[config.mk]
export PLATFORM = sky130hd
export DESIGN_NAME = instr_fetch_unit
export DESIGN_NICKNAME = d
export VERILOG_FILES = /design/src/rtl/multicore_pkg.sv /design/src/rtl/instr_fetch_queue.sv /design/src/rtl/instr_fetch_unit.sv
export SDC_FILE = /design/constraint.sdc
export NUM_CORES = 1
export LEC_CHECK = 0
export CORE_ASPECT_RATIO = 0.6
export CORE_UTILIZATION = 56
export DETAILED_ROUTE_END_ITERATION = 10
export PLACE_DENSITY = 0.8
export SYNTH_ARGS = -nofsm -noshare
export SYNTH_HDL_FRONTEND = slang
export SYNTH_HIERARCHICAL = 1
export SYNTH_SLANG_ARGS = --single-unit
[constraint.sdc]
create_clock -name i_clk -period 4.3 [get_ports i_clk]
set_input_delay 0.645 -clock i_clk [delete_from_list [all_inputs] [get_ports i_clk]]
set_output_delay 0.645 -clock i_clk [all_outputs]
set_load 0.1 [all_outputs]
[src/rtl/multicore_pkg.sv]
`default_nettype none
// ============================================================================
//  Module      : multicore_pkg
//  Description : Shared types and constants for the core front end
//                (fetch FSM states, fetch packet, saturating increment).
//  Revision    : 1.0 - initial release
// ============================================================================
package multicore_pkg;

    localparam int INST_SIZE       = 32;
    localparam int FETCH_ADDR_SIZE = 32;

    typedef enum logic [1:0] {
        IDLE     = 2'd0,
        WAIT_RSP = 2'd1,
        DISCARD  = 2'd2
    } fetch_state_t;

    typedef struct packed {
        logic [FETCH_ADDR_SIZE-1:0] pc;
        logic [INST_SIZE-1:0]       instr;
    } fetch_pkt_t;

    function automatic logic [31:0] sat_inc(input logic [31:0] v, input logic en);
        return (en && (v != '1)) ? v + 32'd1 : v;
    endfunction

endpackage
`default_nettype wire

[src/rtl/instr_fetch_queue.sv]
`default_nettype none
// ============================================================================
//  Module      : instr_fetch_queue
//  Description : Synchronous FIFO of fetch packets; flush beats push/pop.
//  Revision    : 1.0 - initial release
// ============================================================================
module instr_fetch_queue
    import multicore_pkg::*;
#(
    parameter int  DEPTH = 4,
    parameter type PKT_T = fetch_pkt_t
) (
    input  logic                       i_clk,
    input  logic                       i_reset,
    input  logic                       i_push,
    input  PKT_T                       i_data,
    input  logic                       i_pop,
    input  logic                       i_flush,
    output PKT_T                       o_data,
    output logic                       o_full,
    output logic                       o_empty,
    output logic [$clog2(DEPTH):0]     o_count
);

    localparam int c_PTR_W = $clog2(DEPTH);
    localparam int c_CNT_W = c_PTR_W + 1;

    PKT_T               r_mem [DEPTH];
    logic [c_PTR_W-1:0] r_wr_ptr;
    logic [c_PTR_W-1:0] r_rd_ptr;
    logic [c_CNT_W-1:0] r_count;
    logic               w_push;
    logic               w_pop;

    assign o_empty = (r_count == '0);
    assign o_full  = (r_count == c_CNT_W'(DEPTH));
    assign o_count = r_count;
    assign o_data  = r_mem[r_rd_ptr];

    assign w_pop  = i_pop && !o_empty;
    assign w_push = i_push && (!o_full || w_pop);

    always_ff @(posedge i_clk) begin
        if (i_reset || i_flush) begin
            r_wr_ptr <= '0;
            r_rd_ptr <= '0;
            r_count  <= '0;
        end else begin
            if (w_push) r_wr_ptr <= r_wr_ptr + c_PTR_W'(1);
            if (w_pop)  r_rd_ptr <= r_rd_ptr + c_PTR_W'(1);
            case ({w_push, w_pop})
                2'b10:   r_count <= r_count + c_CNT_W'(1);
                2'b01:   r_count <= r_count - c_CNT_W'(1);
                default: r_count <= r_count;
            endcase
        end
    end

    always_ff @(posedge i_clk) begin
        if (w_push && !i_flush) r_mem[r_wr_ptr] <= i_data;
    end

endmodule
`default_nettype wire

[src/rtl/instr_fetch_unit.sv]
`default_nettype none
// ============================================================================
//  Module      : instr_fetch_unit
//  Description : PC owner and cache request sequencer with a decode queue.
//                Optional perf counters under macro IFETCH_PERF_EN.
//  Revision    : 1.0 - initial release
// ============================================================================
module instr_fetch_unit
    import multicore_pkg::*;
#(
    parameter int                   ADDR_SIZE   = 32,
    parameter logic [ADDR_SIZE-1:0] RESET_PC    = '0,
    parameter int                   QUEUE_DEPTH = 4
) (
    input  logic                 i_clk,
    input  logic                 i_reset,
    output logic [ADDR_SIZE-1:0] o_addr,
    output logic                 o_req,
    input  logic                 i_req_ready,
    input  logic                 i_instr_valid,
    input  logic [INST_SIZE-1:0] i_instruction,
    input  logic                 i_redirect,
    input  logic [ADDR_SIZE-1:0] i_redirect_pc,
    output logic                 o_instr_valid,
    output logic [INST_SIZE-1:0] o_instr,
    output logic [ADDR_SIZE-1:0] o_pc,
    input  logic                 i_instr_ready
`ifdef IFETCH_PERF_EN
    ,
    output logic [31:0]          o_perf_fetched,
    output logic [31:0]          o_perf_wait,
    output logic [31:0]          o_perf_discard
`endif
);

    localparam int                   c_CNT_W    = $clog2(QUEUE_DEPTH) + 1;
    localparam logic [ADDR_SIZE-1:0] c_ALIGN    = ~ADDR_SIZE'(3);
    localparam logic [ADDR_SIZE-1:0] c_RESET_PC = RESET_PC & c_ALIGN;

    typedef struct packed {
        logic [ADDR_SIZE-1:0] pc;
        logic [INST_SIZE-1:0] instr;
    } pkt_t;

    fetch_state_t         r_state, w_state_next;
    logic [ADDR_SIZE-1:0] r_pc, w_pc_next;
    logic [ADDR_SIZE-1:0] r_discard_addr, w_discard_next;
    logic [ADDR_SIZE-1:0] w_redirect_pc;
    logic [ADDR_SIZE-1:0] w_pc_inc;
    logic                 w_push, w_pop, w_flush, w_space;
    logic                 w_q_full, w_q_empty;
    logic [c_CNT_W-1:0]   w_q_count;
    pkt_t                 w_q_head, w_q_in;

    assign w_redirect_pc = i_redirect_pc & c_ALIGN;
    assign w_pc_inc      = r_pc + ADDR_SIZE'(4);
    assign w_push        = (r_state == WAIT_RSP) && i_instr_valid && !i_redirect;
    assign w_pop         = !w_q_empty && i_instr_ready;
    assign w_q_in        = '{pc: r_pc, instr: i_instruction};

    // Room for one more response after this cycle's push/pop settles,
    // i.e. count + push - pop stays below QUEUE_DEPTH.
    assign w_space = !((w_q_full && (w_push == w_pop)) ||
                       ((w_q_count == c_CNT_W'(QUEUE_DEPTH - 1)) && w_push && !w_pop));

    always_comb begin
        w_state_next   = r_state;
        w_pc_next      = r_pc;
        w_discard_next = r_discard_addr;
        w_flush        = 1'b0;
        o_req          = 1'b0;
        o_addr         = r_pc;
        case (r_state)
            IDLE: begin
                o_req = w_space && i_req_ready && !i_redirect;
                if (i_redirect) begin
                    w_pc_next = w_redirect_pc;
                    w_flush   = 1'b1;
                end else if (o_req) begin
                    w_state_next = WAIT_RSP;
                end
            end
            WAIT_RSP: begin
                if (i_redirect) begin
                    w_pc_next      = w_redirect_pc;
                    w_flush        = 1'b1;
                    w_discard_next = r_pc;
                    w_state_next   = i_instr_valid ? IDLE : DISCARD;
                end else if (i_instr_valid) begin
                    // Next address goes out in the hit's tag-check cycle.
                    o_addr       = w_pc_inc;
                    o_req        = w_space;
                    w_pc_next    = w_pc_inc;
                    w_state_next = w_space ? WAIT_RSP : IDLE;
                end
            end
            DISCARD: begin
                o_addr = r_discard_addr;
                if (i_redirect) begin
                    w_pc_next = w_redirect_pc;
                    w_flush   = 1'b1;
                end
                if (i_instr_valid) w_state_next = IDLE;
            end
            default: w_state_next = IDLE;
        endcase
    end

    always_ff @(posedge i_clk) begin
        if (i_reset) begin
            r_state        <= IDLE;
            r_pc           <= c_RESET_PC;
            r_discard_addr <= c_RESET_PC;
        end else begin
            r_state        <= w_state_next;
            r_pc           <= w_pc_next;
            r_discard_addr <= w_discard_next;
        end
    end

    instr_fetch_queue #(
        .DEPTH (QUEUE_DEPTH),
        .PKT_T (pkt_t)
    ) u_queue (
        .i_clk   (i_clk),
        .i_reset (i_reset),
        .i_push  (w_push),
        .i_data  (w_q_in),
        .i_pop   (w_pop),
        .i_flush (w_flush),
        .o_data  (w_q_head),
        .o_full  (w_q_full),
        .o_empty (w_q_empty),
        .o_count (w_q_count)
    );

    assign o_instr_valid = !w_q_empty;
    assign o_instr       = w_q_head.instr;
    assign o_pc          = w_q_head.pc;

`ifdef IFETCH_PERF_EN
    logic [31:0] r_perf_fetched, r_perf_wait, r_perf_discard;
    logic        w_wait_evt, w_drop_evt;

    assign w_wait_evt = (r_state == WAIT_RSP) && !i_instr_valid;
    assign w_drop_evt = i_instr_valid &&
                        (((r_state == WAIT_RSP) && i_redirect) || (r_state == DISCARD));

    always_ff @(posedge i_clk) begin
        if (i_reset) begin
            r_perf_fetched <= '0;
            r_perf_wait    <= '0;
            r_perf_discard <= '0;
        end else begin
            r_perf_fetched <= sat_inc(r_perf_fetched, w_push);
            r_perf_wait    <= sat_inc(r_perf_wait, w_wait_evt);
            r_perf_discard <= sat_inc(r_perf_discard, w_drop_evt);
        end
    end

    assign o_perf_fetched = r_perf_fetched;
    assign o_perf_wait    = r_perf_wait;
    assign o_perf_discard = r_perf_discard;
`endif

endmodule
`default_nettype wire
==> results.cfg, run 1 <==
[outcome]
run_status = finished, violations left
violations = design-rule violations

[placed_design]
place.gp.congestion = 0.915
dp_hpwl_mm = 22.7
dp_slack_ns = 0.323
portBuffers = 163
placed_area_mm2 = 0.0164

[floorplan]
die_w_um = 207
die-area_mm2 = 0.0258
core_region_area_mm2 = 0.0244
fp-row-count = 44
start_util = 0.577
io_pins = 168
die_h_um = 125

[cells_and_area]
antenna_cells = 0
final_util = 0.712
final_cell_mix = 256 x edfxtp_1, 139 x nand2_1, 122 x clkdlybuf4s50_1
final_common_cell = edfxtp_1
n_fill_cell = 1684
register_area_mm2 = 0.00911
area_growth_pct = 23.4
final_cell_area_mm2 = 0.0174
multi_input_area_mm2 = 0.00458
nets = 1266
drive_gt1_frac = 0.188

[logic_synthesis]
synthDistinctLibCells = 76
syn_inst = 1027
async_flop_share = 0
ys_seq_elements = 327
synthFlopType = edfxtp_1
synth_edf_count = 256
yosysWarnings = 6
synthesis.area_mm2 = 0.0141
synth-seq-area-share = 0.646
syn_area_per_cell_um2 = 13.7

[power_and_ir_drop]
finalPower_mw = 7.05
vdd_ir_drop_max_v = 0.000312
p_leak_nw = 5.61
power_density_mw_per_mm2 = 405

[sta]
fin_crit_ns = 4.11
tightest_slew_ns = 1.00
setup_viol = 0
finalCritPeriodShare = 0.955
max_freq_mhz = 243
rsz0062_at_grt = no
worst_slack_ns = 0.192
hold_slack_ns = 0.448
skew_ns = 0.0229
relSlewSlack = 0.331
hold_viol_final = 0
slew_violations = 0

[critical_path]
critPathKind = flip-flop to output pin
ff2ff_setup_slack_ns = 1.27
max_stage_delay_ns = 0.63
cp-end-kind = output pin
crit_path_cell_trace = nand3_1 -> or2_2 -> nor3_1 -> nand4_1 -> a221oi_2 -> buf_12
cp_slowest_cell = dfxtp_1
reg2reg_depth = 8
cp_data_arrival_time_ns = 3.46
crit_path_max_fanout = 12
r2r_start = r_state[1]
crit_required_ns = 3.65
timing.rr.end = u_queue/r_mem[1][11]
worstSetupStartpointType = flip-flop

[clocking]
clock_path_buffers = 3
tritoncts = done
post_cts_buffers = 0
h-tree-depth = 1
cts_buffers = 29
clk_latency_ns = 0.56
cts-root-buf = clkbuf_16
numClockSinks = 327
clk_pin_slew_ns = 0.07

[route]
dr.pass1.iters = 11
drt_iter0_markers = 1323
ant_nets = 0
vias = 9758
vias_per_cell = 6.38
wl_per_cell_um = 23.5
drcViolationCount = 9
routed_wl_mm = 36.0

[grt]
track_usage = 0.284
grt-ovfl-total = 0
grt_pass1_vias = 9448
grt_max_degree = 65
antenna_found_initial = 0
grt_pass1_wl_mm = 55.0

[min_path]
holdCritPathClass = primary input to flip-flop
holdPathStages = 2
hold_end = r_discard_addr[14]
min_from = i_reset

[flow_run]
maxCapViolCount = 0
## critical path: cells and delay by family (launching register included)
family	cells	cell delay [ns]
DFF	1	0.63
buffers and inverters	1	0.25
AOI/OAI and AO/OA	1	0.55
and+or+nand+nor	4	1.47
## registers in the layout, indices dropped and copies added, names as in the netlist, named ones only
register          count
r_discard_addr       30
u_queue/o_count       3
u_queue/r_wr_ptr      2
r_state               2
u_queue/r_rd_ptr      2
u_queue/r_mem       256
r_pc                 30
## through the flow
step	cells	setup TNS, ns
6_report	1530	0
3_3_place_gp	1477	0
3_5_place_dp	1477	0
4_1_cts	1530	0
2_1_floorplan	1036	-0.156
5_1_grt	1530	0
## kinds of logic after synthesis
group | Yosys count | share of synthesized area
buffers and inverters | 105 | 0.0328
xor gates and xnor gates | 7 | 0.00435
other | 1 | 0.000266
DFF | 327 | 0.646
adders and majority gates | 10 | 0.00941
AOI/OAI and AO/OA | 197 | 0.0943
and+or+nand+nor | 309 | 0.105
muxes | 71 | 0.107
## synthesized netlist by cell type (all sizes together) (3+ instances only)
cell type  count  area [um2]
edfxtp       256        7690
nand2        140         533
a21oi         72         360
dfxtp         71        1420
mux4          64        1440
nor2          56         210
clkbuf        51         201
o21ai         35         175
buf           32         179
nand3         23         115
inv           22        82.6
nor3          22         125
nand4         14         109
nor4          14         115
a211oi         9        67.6
ha             9         113
or3            8        55.1
a221oi         7        61.3
and2           7        43.8
mux2i          7        70.1
o31ai          7        57.6
a221o          6        60.1
and3           6        37.5
or4            6        48.8
a22o           5        43.8
o221ai         5        43.8
nor2b          4        27.5
o22ai          4        25.0
o41ai          4        53.8
or2            4        25.0
xor2           4        35.0
a2111oi        3        33.8
a311oi         3        26.3
a31oi          3        18.8
a41oi          3        26.3
and4           3        26.3
o211ai         3        22.5
o221a          3        33.8
o2bb2ai        3        26.3
o311ai         3        26.3
o32ai          3        26.3
xnor2          3        26.3
## repair_timing
item / in CTS / in global routing
setup endpoints to repair: 0 / 1
resized for setup: 0 / 1
endpoints found under the hold margin: 0 / 0
hold buffers: 0 / 0
## how the worst max path moves through the flow
stage | startpoint | end | slack [ns] | cells past startpoint
finish | r_pc[13] | o_addr[30] | 0.19 | 6
detailed placement | i_instr_valid | o_addr[23] | 0.32 | 8
floorplan | r_state[0] | o_addr[13] | -0.16 | 7
CTS | r_pc[2] | o_addr[28] | 0.18 | 7
global placement | i_instr_valid | o_addr[23] | 0.36 | 8
global route | i_instr_valid | o_addr[23] | 0.04 | 8
## final cells by class
type | instances | area share
clock buffer | 37 | 0.0470
inverter | 22 | 0.00475
tap | 322 | 0.0232
multi-input combinational | 604 | 0.263
sequential | 327 | 0.524
clock inverter | 16 | 0.00719
timing repair buffer | 202 | 0.130
## report_power, final
| group | internal, mW | switching (mW) |
|---|---|---|
| sequential | 3.47 | 0.101 |
| combinational | 0.309 | 0.600 |
| clock | 1.42 | 1.15 |
| total | 5.19 | 1.85 |
## layer usage
layer  vias up  global-route usage  part of all wire
li1       4271                   -                 -
met2       617               0.403              0.44
met3        82              0.0680              0.11
met4         0              0.0730             0.026
met5         -                   0                 0
met1      4788               0.441              0.43
Power figures use the tool's default switching activity.
==> run 2: changes to the inputs <==
Settings changed: CORE_UTILIZATION 56 to 30, CTS_CLUSTER_SIZE set to 25, PLACE_DENSITY 0.8 to not set.
==> run 2 against run 1 <==
  * The flow now finishes without violations
  * First-iteration DRC count down 33%
  * Die area rose by 85%
  * Sequential share of layout area fell by 1.7 points
  * Global-route usage is 12 points lower
  * Power is 9.7% higher
  * Maximum frequency grew 1.6%
  * Wire length up 7.1%
  * Clock power grew 26%
  * Cell count increased by 21%
  * Worst hold slack gained 0.011 ns
  * Largest cell class unchanged
  * Highest routed layer unchanged
==> results.cfg, run 2 (synthesized netlist as in run 1, its figures left out) <==
[outcome]
run_status = complete, no violations

[min_path]
holdPathStages = 2
holdCritPathClass = flip-flop to flip-flop
min_from = r_discard_addr[3]
hold_end = r_discard_addr[3]

[cells_and_area]
final_cell_area_mm2 = 0.0180
antenna_cells = 0
largest_reg_flops = 256
drive_gt1_frac = 0.216
nets = 1273
top_regs = u_queue/r_mem x256, r_discard_addr x30, r_pc x30
final_common_cell = edfxtp_1
final_cell_mix = 256 x edfxtp_1, 139 x nand2_1, 90 x clkdlybuf4s50_1
final_cells = 1848
final_util = 0.388
area_growth_pct = 27.7
top_register = u_queue/r_mem

[clocking]
clk_latency_ns = 0.52
cts.repair.resized = 0
cts-root-buf = clkbuf_16
clk_pin_slew_ns = 0.06
cts_buffers = 34
h-tree-depth = 2
ctsHoldBuffers = 0
tritoncts = done
clock_path_buffers = 3
numClockSinks = 327
post_cts_buffers = 0

[sta]
slew_violations = 0
skew_ns = 0.0138
finalCritPeriodShare = 0.941
rsz0062_at_grt = no
tightest_slew_ns = 0.997
hold_viol_final = 0
setup_tns_ns = 0
max_freq_mhz = 247
worst_slack_ns = 0.255
relSlewSlack = 0.333
setup_viol = 0
hold_slack_ns = 0.459
fin_crit_ns = 4.04

[critical_path]
ff2ff_setup_slack_ns = 1.07
cp_slowest_cell = or4_4
timing.rr.end = u_queue/r_mem[2][39]
critPathKind = flip-flop to output pin
worstSetupStartpointType = flip-flop
cp_data_arrival_time_ns = 3.40
r2r_start = r_state[1]
crit_required_ns = 3.65
max_stage_delay_ns = 0.69
crit_path_max_fanout = 14
crit_path_cell_trace = nand4_4 -> or4_4 -> nor4_1 -> a221oi_1 -> a21oi_1 -> buf_12
crit_start = r_pc[5]
reg2reg_depth = 9
cp-end-kind = output pin

[power_and_ir_drop]
p_int_mw = 5.80
pwr-share-clk = 0.420
vdd_ir_drop_max_v = 0.000222
power_density_mw_per_mm2 = 430
p_leak_nw = 5.78
finalPower_mw = 7.73
power_frac_comb = 0.119
p_sw_mw = 1.93
power_frac_seq = 0.461
p_sw_frac = 0.250

[route]
drcViolationCount = 0
drt_iter0_markers = 892
wl_per_cell_um = 20.9
ant_nets = 0
dr.pass1.iters = 6
vias_per_cell = 5.09
routed_wl_mm = 38.5
vias = 9411

[floorplan]
start_util = 0.304
die-area_mm2 = 0.0479
core_region_area_mm2 = 0.0463
fp-row-count = 61
die_h_um = 170
io_pins = 168
die_w_um = 282

[placed_design]
placed_area_mm2 = 0.0168
placedCellCount = 1787
dp_hpwl_mm = 25.1
dp_slack_ns = 0.334
portBuffers = 163
place.gp.congestion = 0.863

[grt]
antenna_found_initial = 0
grt_pass1_vias = 9250
grt_pass1_wl_mm = 58.0
grt_max_degree = 65
track_usage = 0.161
grt-ovfl-total = 0

[flow_run]
maxCapViolCount = 0
==> run 2: cell count changes in the layout (fill, tap and decap cells not counted), moves of 5 or more <==
cell and change:
buf_4 +35, clkdlybuf4s50_1 -32, clkbuf_16 +8, bufinv_16 +5, clkinv_2 -5
==> run 2: how the worst max path moves through the flow <==
stage | depth (start not counted) | to | slack [ns]
6_report | 6 | o_addr[28] | 0.26
4_1_cts | 6 | o_addr[28] | 0.25
3_5_place_dp | 7 | o_addr[28] | 0.33
3_3_place_gp | 7 | o_addr[28] | 0.38
5_1_grt | 6 | o_addr[28] | 0.09
2_1_floorplan | 7 | o_addr[13] | -0.16
==> run 2: layout make-up <==
class | instances | area [um2]
Clock buffer | 49 | 1020
Clock inverter | 12 | 216
Fill cell | 4375 | 28300
Inverter | 22 | 82.6
Multi-Input combinational cell | 604 | 4580
Sequential cell | 327 | 9120
Tap cell | 630 | 788
Timing Repair Buffer | 204 | 2190
==> run 2: metal layers <==
layer  wire length, um  part of all wire  global-route usage
met5                 0                 0                   0
met4               627             0.016              0.0343
met3              2820             0.073              0.0351
met2             17400              0.45               0.244
met1             17700              0.46               0.234
==> run 2: critical path: cells and delay by family, from the launching register on <==
kind,cells,cell delay (ns)
AO/OA/AOI/OAI,2,0.52
buffers and inverters,1,0.23
flip-flops,1,0.66
AND/OR/NAND/NOR,3,1.47
==> run 2: power by group through the flow <==
stage	combinational, mW	clock [mW]	sequential [mW]
2_1_floorplan	0.576	0	3.58
3_3_place_gp	0.908	0	3.63
3_5_place_dp	0.915	0	3.63
4_1_cts	0.917	3.34	3.56
5_1_grt	0.957	3.47	3.58
6_report	0.917	3.25	3.57
==> run 3: changes to the inputs <==
Settings changed: HOLD_SLACK_MARGIN set to 0.06.
==> results of run 3 <==
The final DEF is identical to that of run 2; final timing and power are the same.
